$ cat config.mk
export PLATFORM = sky130hd
export DESIGN_NAME = ctl_shot
export DESIGN_NICKNAME = d
export VERILOG_FILES = /design/src/rtl/duck_pkg.sv /design/src/rtl/ctl_shot_sync_edge.sv /design/src/rtl/ctl_shot.sv
export SDC_FILE = /design/constraint.sdc
export NUM_CORES = 1
export LEC_CHECK = 0
export BUFFER_PORTS_ARGS = -buffer_cell sky130_fd_sc_hd__buf_2
export CORE_MARGIN = 2
export CORE_UTILIZATION = 55
export CTS_BUF_LIST = sky130_fd_sc_hd__clkbuf_16
export DETAILED_ROUTE_END_ITERATION = 10
export PLACE_DENSITY = 0.81
export SLEW_MARGIN = 20
export SYNTH_ARGS = -nofsm -noshare
export SYNTH_HDL_FRONTEND = slang
export SYNTH_SLANG_ARGS = --single-unit
$ cat constraint.sdc
create_clock -name clk -period 6.94 [get_ports clk]
set_input_delay 1.041 -clock clk [delete_from_list [all_inputs] [get_ports clk]]
set_output_delay 1.041 -clock clk [all_outputs]
set_load 0.05 [all_outputs]
$ cat src/rtl/duck_pkg.sv
// Shared constants and types for the duck shooter control path.
// Holds hitbox/screen geometry, the shot resolver state enum and the
// hit-box span test used by the shot resolver.
package duck_pkg;

  localparam int DUCK_W   = 64;
  localparam int DUCK_H   = 64;
  localparam int SCREEN_W = 1024;
  localparam int SCREEN_H = 768;
  localparam int COORD_W  = 11;

  typedef enum logic [2:0] {
    ST_IDLE     = 3'd0,
    ST_READY    = 3'd1,
    ST_CHECK    = 3'd2,
    ST_COOLDOWN = 3'd3,
    ST_DONE     = 3'd4
  } shot_state_t;

  // True when p lies in [lo, lo + size). Operands are 12 bits wide so that
  // an 11-bit box origin plus the box size can never wrap.
  function automatic logic in_span(input logic [11:0] p,
                                   input logic [11:0] lo,
                                   input int          size);
    return (p >= lo) && (p < lo + 12'(size));
  endfunction

endpackage

$ cat src/rtl/ctl_shot_sync_edge.sv
// sync_edge: brings an asynchronous 1-bit input into the clk domain through
// two flops, then emits a registered one-cycle pulse on each rising edge.
// A raw edge shows up on o_rise three clk edges later.
module sync_edge (
  input  logic clk,
  input  logic rst,
  input  logic i_d,
  output logic o_rise
);

  logic r_meta;
  logic r_sync;
  logic r_prev;
  logic r_rise;

  // Two-flop synchroniser, one history flop and a registered edge pulse.
  always_ff @(posedge clk or posedge rst) begin
    if (rst) begin
      r_meta <= 1'b0;
      r_sync <= 1'b0;
      r_prev <= 1'b0;
      r_rise <= 1'b0;
    end else begin
      r_meta <= i_d;
      r_sync <= r_meta;
      r_prev <= r_sync;
      r_rise <= r_sync & ~r_prev;
    end
  end

  assign o_rise = r_rise;

endmodule

$ cat src/rtl/ctl_shot.sv
// ctl_shot: shot/hit resolver. Turns trigger edges into shots, tests the
// sampled cursor against the duck hitbox, limits shots per round, enforces
// a frame-counted cooldown between shots and keeps a saturating hit count.
// Optional feature macro: SHOT_FLASH_EN adds the screen_flash output.
//
// Handshake: there is no back-pressure. round_start, new_frame and the
// internal trig_rise are single-cycle events consumed in the cycle they are
// high; shot_fired and shot_miss are single-cycle events presented to the
// consumer with no ready, so a consumer must sample them every cycle.
module ctl_shot #(
  parameter int DUCK_W          = duck_pkg::DUCK_W,
  parameter int DUCK_H          = duck_pkg::DUCK_H,
  parameter int SHOTS_PER_ROUND = 3,
  parameter int COOLDOWN_FRAMES = 8
) (
  input  logic                  clk,
  input  logic                  rst,
  input  logic                  new_frame,
  input  logic                  round_start,
  input  logic                  trigger,
  input  logic [10:0]           cursor_x,
  input  logic [10:0]           cursor_y,
  input  logic [10:0]           duck_x,
  input  logic [10:0]           duck_y,
  input  logic                  duck_show,
  output logic                  shot_fired,
  output logic                  duck_hit,
  output logic                  shot_miss,
  output logic [1:0]            shots_left,
  output logic [7:0]            hit_count,
`ifdef SHOT_FLASH_EN
  output logic                  screen_flash,
`endif
  output duck_pkg::shot_state_t dbg_state
);

  import duck_pkg::*;

  localparam logic [1:0] SHOTS_INIT = 2'(SHOTS_PER_ROUND);
  localparam logic [7:0] COOL_LAST  = 8'(COOLDOWN_FRAMES - 1);

  shot_state_t r_state;
  shot_state_t w_state_nxt;

  logic        w_trig_rise;
  logic        w_hit;
  logic        w_reload;
  logic        w_sample;
  logic        w_hit_set;
  logic        w_shot_fired;
  logic        w_shot_miss;
  logic        w_cool_clr;
  logic        w_cool_inc;

  logic [10:0] r_cx;
  logic [10:0] r_cy;
  logic [10:0] r_dx;
  logic [10:0] r_dy;
  logic        r_show;
  logic [1:0]  r_shots_left;
  logic        r_duck_hit;
  logic [7:0]  r_hit_count;
  logic [7:0]  r_cool_cnt;

  sync_edge u_trig_sync (
    .clk    (clk),
    .rst    (rst),
    .i_d    (trigger),
    .o_rise (w_trig_rise)
  );

  // Hit test on the values captured when the shot was taken.
  assign w_hit = r_show
              && in_span({1'b0, r_cx}, {1'b0, r_dx}, DUCK_W)
              && in_span({1'b0, r_cy}, {1'b0, r_dy}, DUCK_H);

  // State register.
  always_ff @(posedge clk or posedge rst) begin
    if (rst) r_state <= ST_IDLE;
    else     r_state <= w_state_nxt;
  end

  // Next-state and per-cycle event decode; round_start overrides everything.
  always_comb begin
    w_state_nxt  = r_state;
    w_reload     = 1'b0;
    w_sample     = 1'b0;
    w_hit_set    = 1'b0;
    w_shot_fired = 1'b0;
    w_shot_miss  = 1'b0;
    w_cool_clr   = 1'b0;
    w_cool_inc   = 1'b0;
    if (round_start) begin
      w_state_nxt = ST_READY;
      w_reload    = 1'b1;
    end else begin
      case (r_state)
        ST_IDLE: ;
        ST_READY: begin
          if (w_trig_rise && (r_shots_left != 2'd0)) begin
            w_state_nxt  = ST_CHECK;
            w_sample     = 1'b1;
            w_shot_fired = 1'b1;
          end
        end
        ST_CHECK: begin
          w_cool_clr = 1'b1;
          if (w_hit) w_hit_set   = 1'b1;
          else       w_shot_miss = 1'b1;
          if (w_hit || r_duck_hit || (r_shots_left == 2'd0)) w_state_nxt = ST_DONE;
          else                                               w_state_nxt = ST_COOLDOWN;
        end
        ST_COOLDOWN: begin
          if (new_frame) begin
            if (r_cool_cnt == COOL_LAST) w_state_nxt = ST_READY;
            else                         w_cool_inc  = 1'b1;
          end
        end
        ST_DONE: ;
        default: w_state_nxt = ST_IDLE;
      endcase
    end
  end

  // Capture cursor and duck position at the moment the shot is accepted.
  always_ff @(posedge clk or posedge rst) begin
    if (rst) begin
      r_cx   <= '0;
      r_cy   <= '0;
      r_dx   <= '0;
      r_dy   <= '0;
      r_show <= 1'b0;
    end else if (w_sample) begin
      r_cx   <= cursor_x;
      r_cy   <= cursor_y;
      r_dx   <= duck_x;
      r_dy   <= duck_y;
      r_show <= duck_show;
    end
  end

  // Shots remaining and the round's hit flag.
  always_ff @(posedge clk or posedge rst) begin
    if (rst) begin
      r_shots_left <= 2'd0;
      r_duck_hit   <= 1'b0;
    end else if (w_reload) begin
      r_shots_left <= SHOTS_INIT;
      r_duck_hit   <= 1'b0;
    end else begin
      if (w_sample && (r_shots_left != 2'd0)) r_shots_left <= r_shots_left - 2'd1;
      if (w_hit_set)                          r_duck_hit   <= 1'b1;
    end
  end

  // Lifetime hit counter, saturating at 255.
  always_ff @(posedge clk or posedge rst) begin
    if (rst)                                   r_hit_count <= 8'd0;
    else if (w_hit_set && (r_hit_count != 8'hFF)) r_hit_count <= r_hit_count + 8'd1;
  end

  // Frame counter for the post-shot cooldown.
  always_ff @(posedge clk or posedge rst) begin
    if (rst)             r_cool_cnt <= 8'd0;
    else if (w_cool_clr) r_cool_cnt <= 8'd0;
    else if (w_cool_inc) r_cool_cnt <= r_cool_cnt + 8'd1;
  end

`ifdef SHOT_FLASH_EN
  logic [1:0] r_flash_cnt;

  // Flash window: reloaded by every shot, drained by new_frame pulses.
  always_ff @(posedge clk or posedge rst) begin
    if (rst)                                   r_flash_cnt <= 2'd0;
    else if (w_shot_fired)                     r_flash_cnt <= 2'd2;
    else if (new_frame && (r_flash_cnt != 2'd0)) r_flash_cnt <= r_flash_cnt - 2'd1;
  end

  assign screen_flash = w_shot_fired || (r_flash_cnt != 2'd0);
`endif

  // duck_hit is visible during the check cycle itself, then held by the flag.
  assign shot_fired = w_shot_fired;
  assign shot_miss  = w_shot_miss;
  assign duck_hit   = r_duck_hit | w_hit_set;
  assign shots_left = r_shots_left;
  assign hit_count  = r_hit_count;
  assign dbg_state  = r_state;

endmodule
* After elaboration in Yosys (flattened, before gate mapping) *
Cells that the tools add are included.
Widths: inputs -> output; s select.

word-level totals
  word-level logic and storage cells = 81
  input port bits = 50
  bits in registers = 71
  output and inout bits = 16

cells by class
  add/sub/neg operators = 5
  multiplexer cells = 28
  bitwise logic cells = 3
  reduce and logical (&&, ||, !) cells = 17
  order comparisons = 4
  equality and inequality tests = 10

operator list
  cell                   count
  $add 11x7->12 const B  2
  $lt 11x12->1           2
  $ge 11x11->1           2
  $mux 1                 18
  $add 8x1->8 const B    2
  $mux 8                 2
  $mux 3                 5
  $pmux 3 s4             1
  $ne 3x3->1 const B     3
  $eq 8x3->1 const B     1
  $ne 8x8->1 const B     1
  $reduce_bool 2->1      4
  $logic_and 1x1->1      7
  $eq 3x2->1 const B     2
  $mux 2                 2
  $reduce_and 4->1       1
  $eq 3x1->1 const B     1
  $eq 3x3->1 const B     1
  $logic_not 3->1        1
  $logic_not 2->1        1
  $logic_or 1x1->1       2
  $ne 2x1->1 const B     1
  $reduce_or 2->1        1
  $sub 2x1->2 const B    1
  other kinds (3)        3

* Logic depth before layout (Yosys ltp) *
  depth in word-level cells = 10
  gate-level depth with buffers = 10
  mapped depth without buffers = 10

* Hierarchy *
From an unflattened synthesis, not the netlist that was laid out.

unflattened totals
  cell total of the unflattened synthesis = 375
  area, all modules = 3856.2 um2

by module, submodules not included
  module     cells each  area each (um2)  sequential area each (um2)  instances
  ctl_shot   369         3738.6           1676.6                      1
  sync_edge  6           117.6            100.1                       1

* Worst setup path before layout *
Ideal clock, no wire load.

  kind = register to output
  start = register r_dx[6]
  end = output port duck_hit
  setup slack = 2.582 ns
  stages on the path, launching flop included = 11
  data required time = 5.899 ns
  buffers on the path = 0
  data arrival time = 3.317 ns
  cell sequence = dfrtp_1 > ha_1 > nand3_1 > xnor2_1 > ha_1 > and3_1 > a221oi_1 > a21oi_1 > nor3_4 > nand3_1 > o21ai_0

between the ends
  longest elaborated chain between the ends = 9
  elaborated cells on any way between the ends = 10
  classes of those cells = add/sub (1); order compare (2); mux (3); bitwise (1); reduce/logical (3)

RTL lines
  item                    line             RTL
  from (decl)             ctl_shot.sv:57   logic [10:0] r_dx;
  from (signal assigned)  ctl_shot.sv:136  r_dx <= duck_x;
  $add 11x7->12           duck_pkg.sv:25   return (p >= lo) && (p < lo + 12'(size));
  $lt 11x12->1            duck_pkg.sv:25
  $logic_and 1x1->1 *     duck_pkg.sv:25
  $logic_and 1x1->1 *     ctl_shot.sv:74   && in_span({1'b0, r_cx}, {1'b0, r_dx}, DUCK_W)
  $logic_and 1x1->1 *     ctl_shot.sv:75   && in_span({1'b0, r_cy}, {1'b0, r_dy}, DUCK_H);
  $mux 1 *                ctl_shot.sv:108  if (w_hit) w_hit_set = 1'b1;
  $mux 1 *                ctl_shot.sv:97   case (r_state)
  $mux 1 *                ctl_shot.sv:93   if (round_start) begin
  $or 1x1->1 *            ctl_shot.sv:185  assign duck_hit = r_duck_hit | w_hit_set;
  to (decl)               ctl_shot.sv:27   output logic duck_hit,

Mark *: on every way between the ends. The rest lies on a longest branch, timed or not.

* Worst setup path in the final report *
Ends and elaborated chain as after synthesis.

==> impl_metrics.yaml <==
critical_path:
  critical_path_class: "reg2out"
  rr_endpoint: "hit_count[1]"
  end_kind: "output pin"
  critPathArrivalTime_ns: 3.28
  r2r_start: "r_dx[6]"
  startpoint_type: "flip-flop"
  reg2regPathDepth: 10
  crit_path_end: "duck_hit"
  critical_path_required_ns: 5.90
  crit_fanout: 7
  cp-startpoint: "r_dx[6]"
  ff2ff_setup_slack_ns: 4.01
detailed_routing:
  via_per_inst: 5.56
  dr.pass1.iters: 4
  totalWireLength_mm: 7.99
  ant_nets: 0
  drc: 0
  vias: 3010
  drt_iter0_drc: 156
  wire_per_inst_um: 14.8
power_and_ir_drop:
  peakVddDrop_v: 0.000163
  p_comb_frac: 0.336
  seqPwrFrac: 0.392
  p_sw_uw: 484
  clock_power_share: 0.272
  power_leakage_uw: 0.00217
  finalPower_uw: 1420
  power_density_nw_per_um2: 310
  p_int_uw: 940
  p_sw_frac: 0.340
logic_synthesis:
  ys_seq_area_frac: 0.453
  synth-edff-count: 0
  syn-num-nets: 461
  synth_top_flop_cell: "dfrtp_1"
  ys_warn_count: 0
  ys_async_sr_fraction: 1.00
  synth-seq-cells: 71
  synthCells: 374
  synthDistinctLibCells: 46
  postSynthAreaPerCell_um2: 10.5
  synth_area_um2: 3930
job:
  drv_cap: 0
die:
  coreArea_um2: 6830
  start_util: 0.575
  die_w_um: 88.5
  design.die.area_um2: 7830
  io_pins: 66
  fp.dieH_um: 88.5
  rows: 30
sta:
  fin_crit_ns: 4.32
  slew_violations: 0
  max_slew_margin: 0.410
  fmaxAchievable_mhz: 232
  finalCritPeriodShare: 0.622
  hold_viol_final: 0
  skew_ns: 0.00541
  setup_viol: 0
  tightestPinTransition_ns: 0.884
  rsz0062_at_grt: "no"
  fin_ws_ns: 2.62
  setup_tns_ns: 0
outcome:
  outcome: "complete, no violations"
clock_network:
  cts_setup_buffers: 0
  path_clk_slew_ns: 0.05
  cts_made_buffers: 9
  cts_tree: "built"
  postCtsHoldBufs: 0
  postCtsResizedCells: 0
  root_buffer: "clkbuf_16"
  htreeDepth: 3
  ctsLongestPathBuffers: 2
  clock-sinks: 71
  clkLatencyLatePin_ns: 0.33
grt:
  grtUsageTotal: 0.230
  grt_pass1_wl_mm: 13.8
  grt_pass1_vias: 3014
  grt_overflow: 0
  grt_max_degree: 72
  antenna_found_initial: 0
final_layout:
  layout-drive-gt1-share: 0.249
  antenna_cells: 0
  nets: 529
  fill_cells: 562
  area_delta_synth_final_pct: 16.8
placed_design:
  place_hpwl_mm: 5.83
  portBuffers: 65
  place_congestion: 0.869
  place_ws_ns: 3.02
hold_path:
  hp-class: "reg2reg"
-- cell usage in the layout, fill, tap and decap left out, drive strengths merged, types with 12 or more instances in the layout --
cell type and n:
a21oi 16, nor2 12, nand2 33, buf 67, ha 37, inv 31
o21ai 31, dfrtp 71, mux2 24, xnor2 17, nand3 16
-- worst max-delay path, cell delays in order, from the launching register on --
cell,delay (ns)
dfrtp_1,0.40
ha_1,0.24
nand3_1,0.11
xnor2_1,0.12
ha_1,0.25
and3_1,0.22
a221oi_1,0.33
a21oi_1,0.21
nor3_4,0.34
nand3_1,0.22
o21ai_0,0.20
buf_2,0.28
-- worst min path at each step --
stage                               endpoint                from  slack (ns)  depth (start not counted)
after floorplan           u_trig_sync.r_sync  u_trig_sync.r_meta        0.33                          0
after global placement    u_trig_sync.r_sync  u_trig_sync.r_meta        0.34                          0
after detailed placement  u_trig_sync.r_sync  u_trig_sync.r_meta        0.34                          0
after CTS                 u_trig_sync.r_sync  u_trig_sync.r_meta        0.36                          0
after global routing      u_trig_sync.r_sync  u_trig_sync.r_meta        0.36                          0
final                     u_trig_sync.r_sync  u_trig_sync.r_meta        0.35                          0
-- cell families (layout without fill, tap and decap cells) --
| kind of cell | count (synthesis) | count (layout) | share of synthesized area |
|---|---|---|---|
| fa+ha+maj | 37 | 37 | 0.118 |
| xor+xnor | 21 | 21 | 0.0469 |
| buf+inv | 39 | 110 | 0.0411 |
| compound gates | 68 | 68 | 0.112 |
| mux | 24 | 24 | 0.0689 |
| flops | 71 | 71 | 0.453 |
| simple gates | 114 | 114 | 0.161 |
-- through the flow --
step | hold slack [ns] | cell area [um2] | cells | utilization
final | 0.355 | 4590 | 541 | 0.671
after global routing | 0.364 | 4590 | 541 | 0.671
after CTS | 0.357 | 4590 | 541 | 0.671
after detailed placement | 0.341 | 4340 | 527 | 0.635
after global placement | 0.336 | 4340 | 527 | 0.635
after floorplan | 0.331 | 3930 | 374 | -
-- power by group through the flow --
stage	sequential (uW)	combinational, uW	clock, uW
floorplan	552	359	0
global placement	558	445	0
detailed placement	562	472	0
CTS	558	482	396
global route	568	553	418
finish	558	479	387
-- final cells by class --
cell class	count	area [um2]	share of cell area
repair buffers	67	340	0.0742
multi-input cells	264	1990	0.435
well taps	96	120	0.0262
clock inverters	5	20.0	0.00437
inverters	29	109	0.0237
flip-flops and latches	71	1780	0.387
clock buffers	9	225	0.0491
-- metal layers --
metal,track usage,part of all wire,up-vias
met3,0.0541,0.040,8
met4,0.0758,0.012,0
li1,-,-,1466
met1,0.299,0.46,1469
met5,0,0,-
met2,0.383,0.49,67
-- synth_stat cells, drive strengths merged, types with 4 or more instances --
master | instances | area share
and3 | 5 | 0.0080
a21o | 4 | 0.0077
nor2b | 6 | 0.0096
nand4 | 9 | 0.014
and4 | 5 | 0.011
buf | 7 | 0.011
inv | 29 | 0.028
a21oi | 16 | 0.020
nor2 | 12 | 0.011
nor3 | 8 | 0.017
o21ai | 31 | 0.040
nand2b | 4 | 0.0064
ha | 37 | 0.12
nand2 | 33 | 0.032
nand3 | 16 | 0.020
dfrtp | 71 | 0.45
xnor2 | 17 | 0.038
xor2 | 4 | 0.0089
mux2 | 24 | 0.069
or3 | 4 | 0.0064
-- state kept, by name (all words and copies together), names as in the netlist, 2 cells and up --
register / cells
r_dx: 11
shots_left: 2
dbg_state: 3
r_dy: 11
r_cx: 11
hit_count: 8
r_cool_cnt: 8
r_cy: 11
Note: power is estimated with default switching activity, not from simulation.
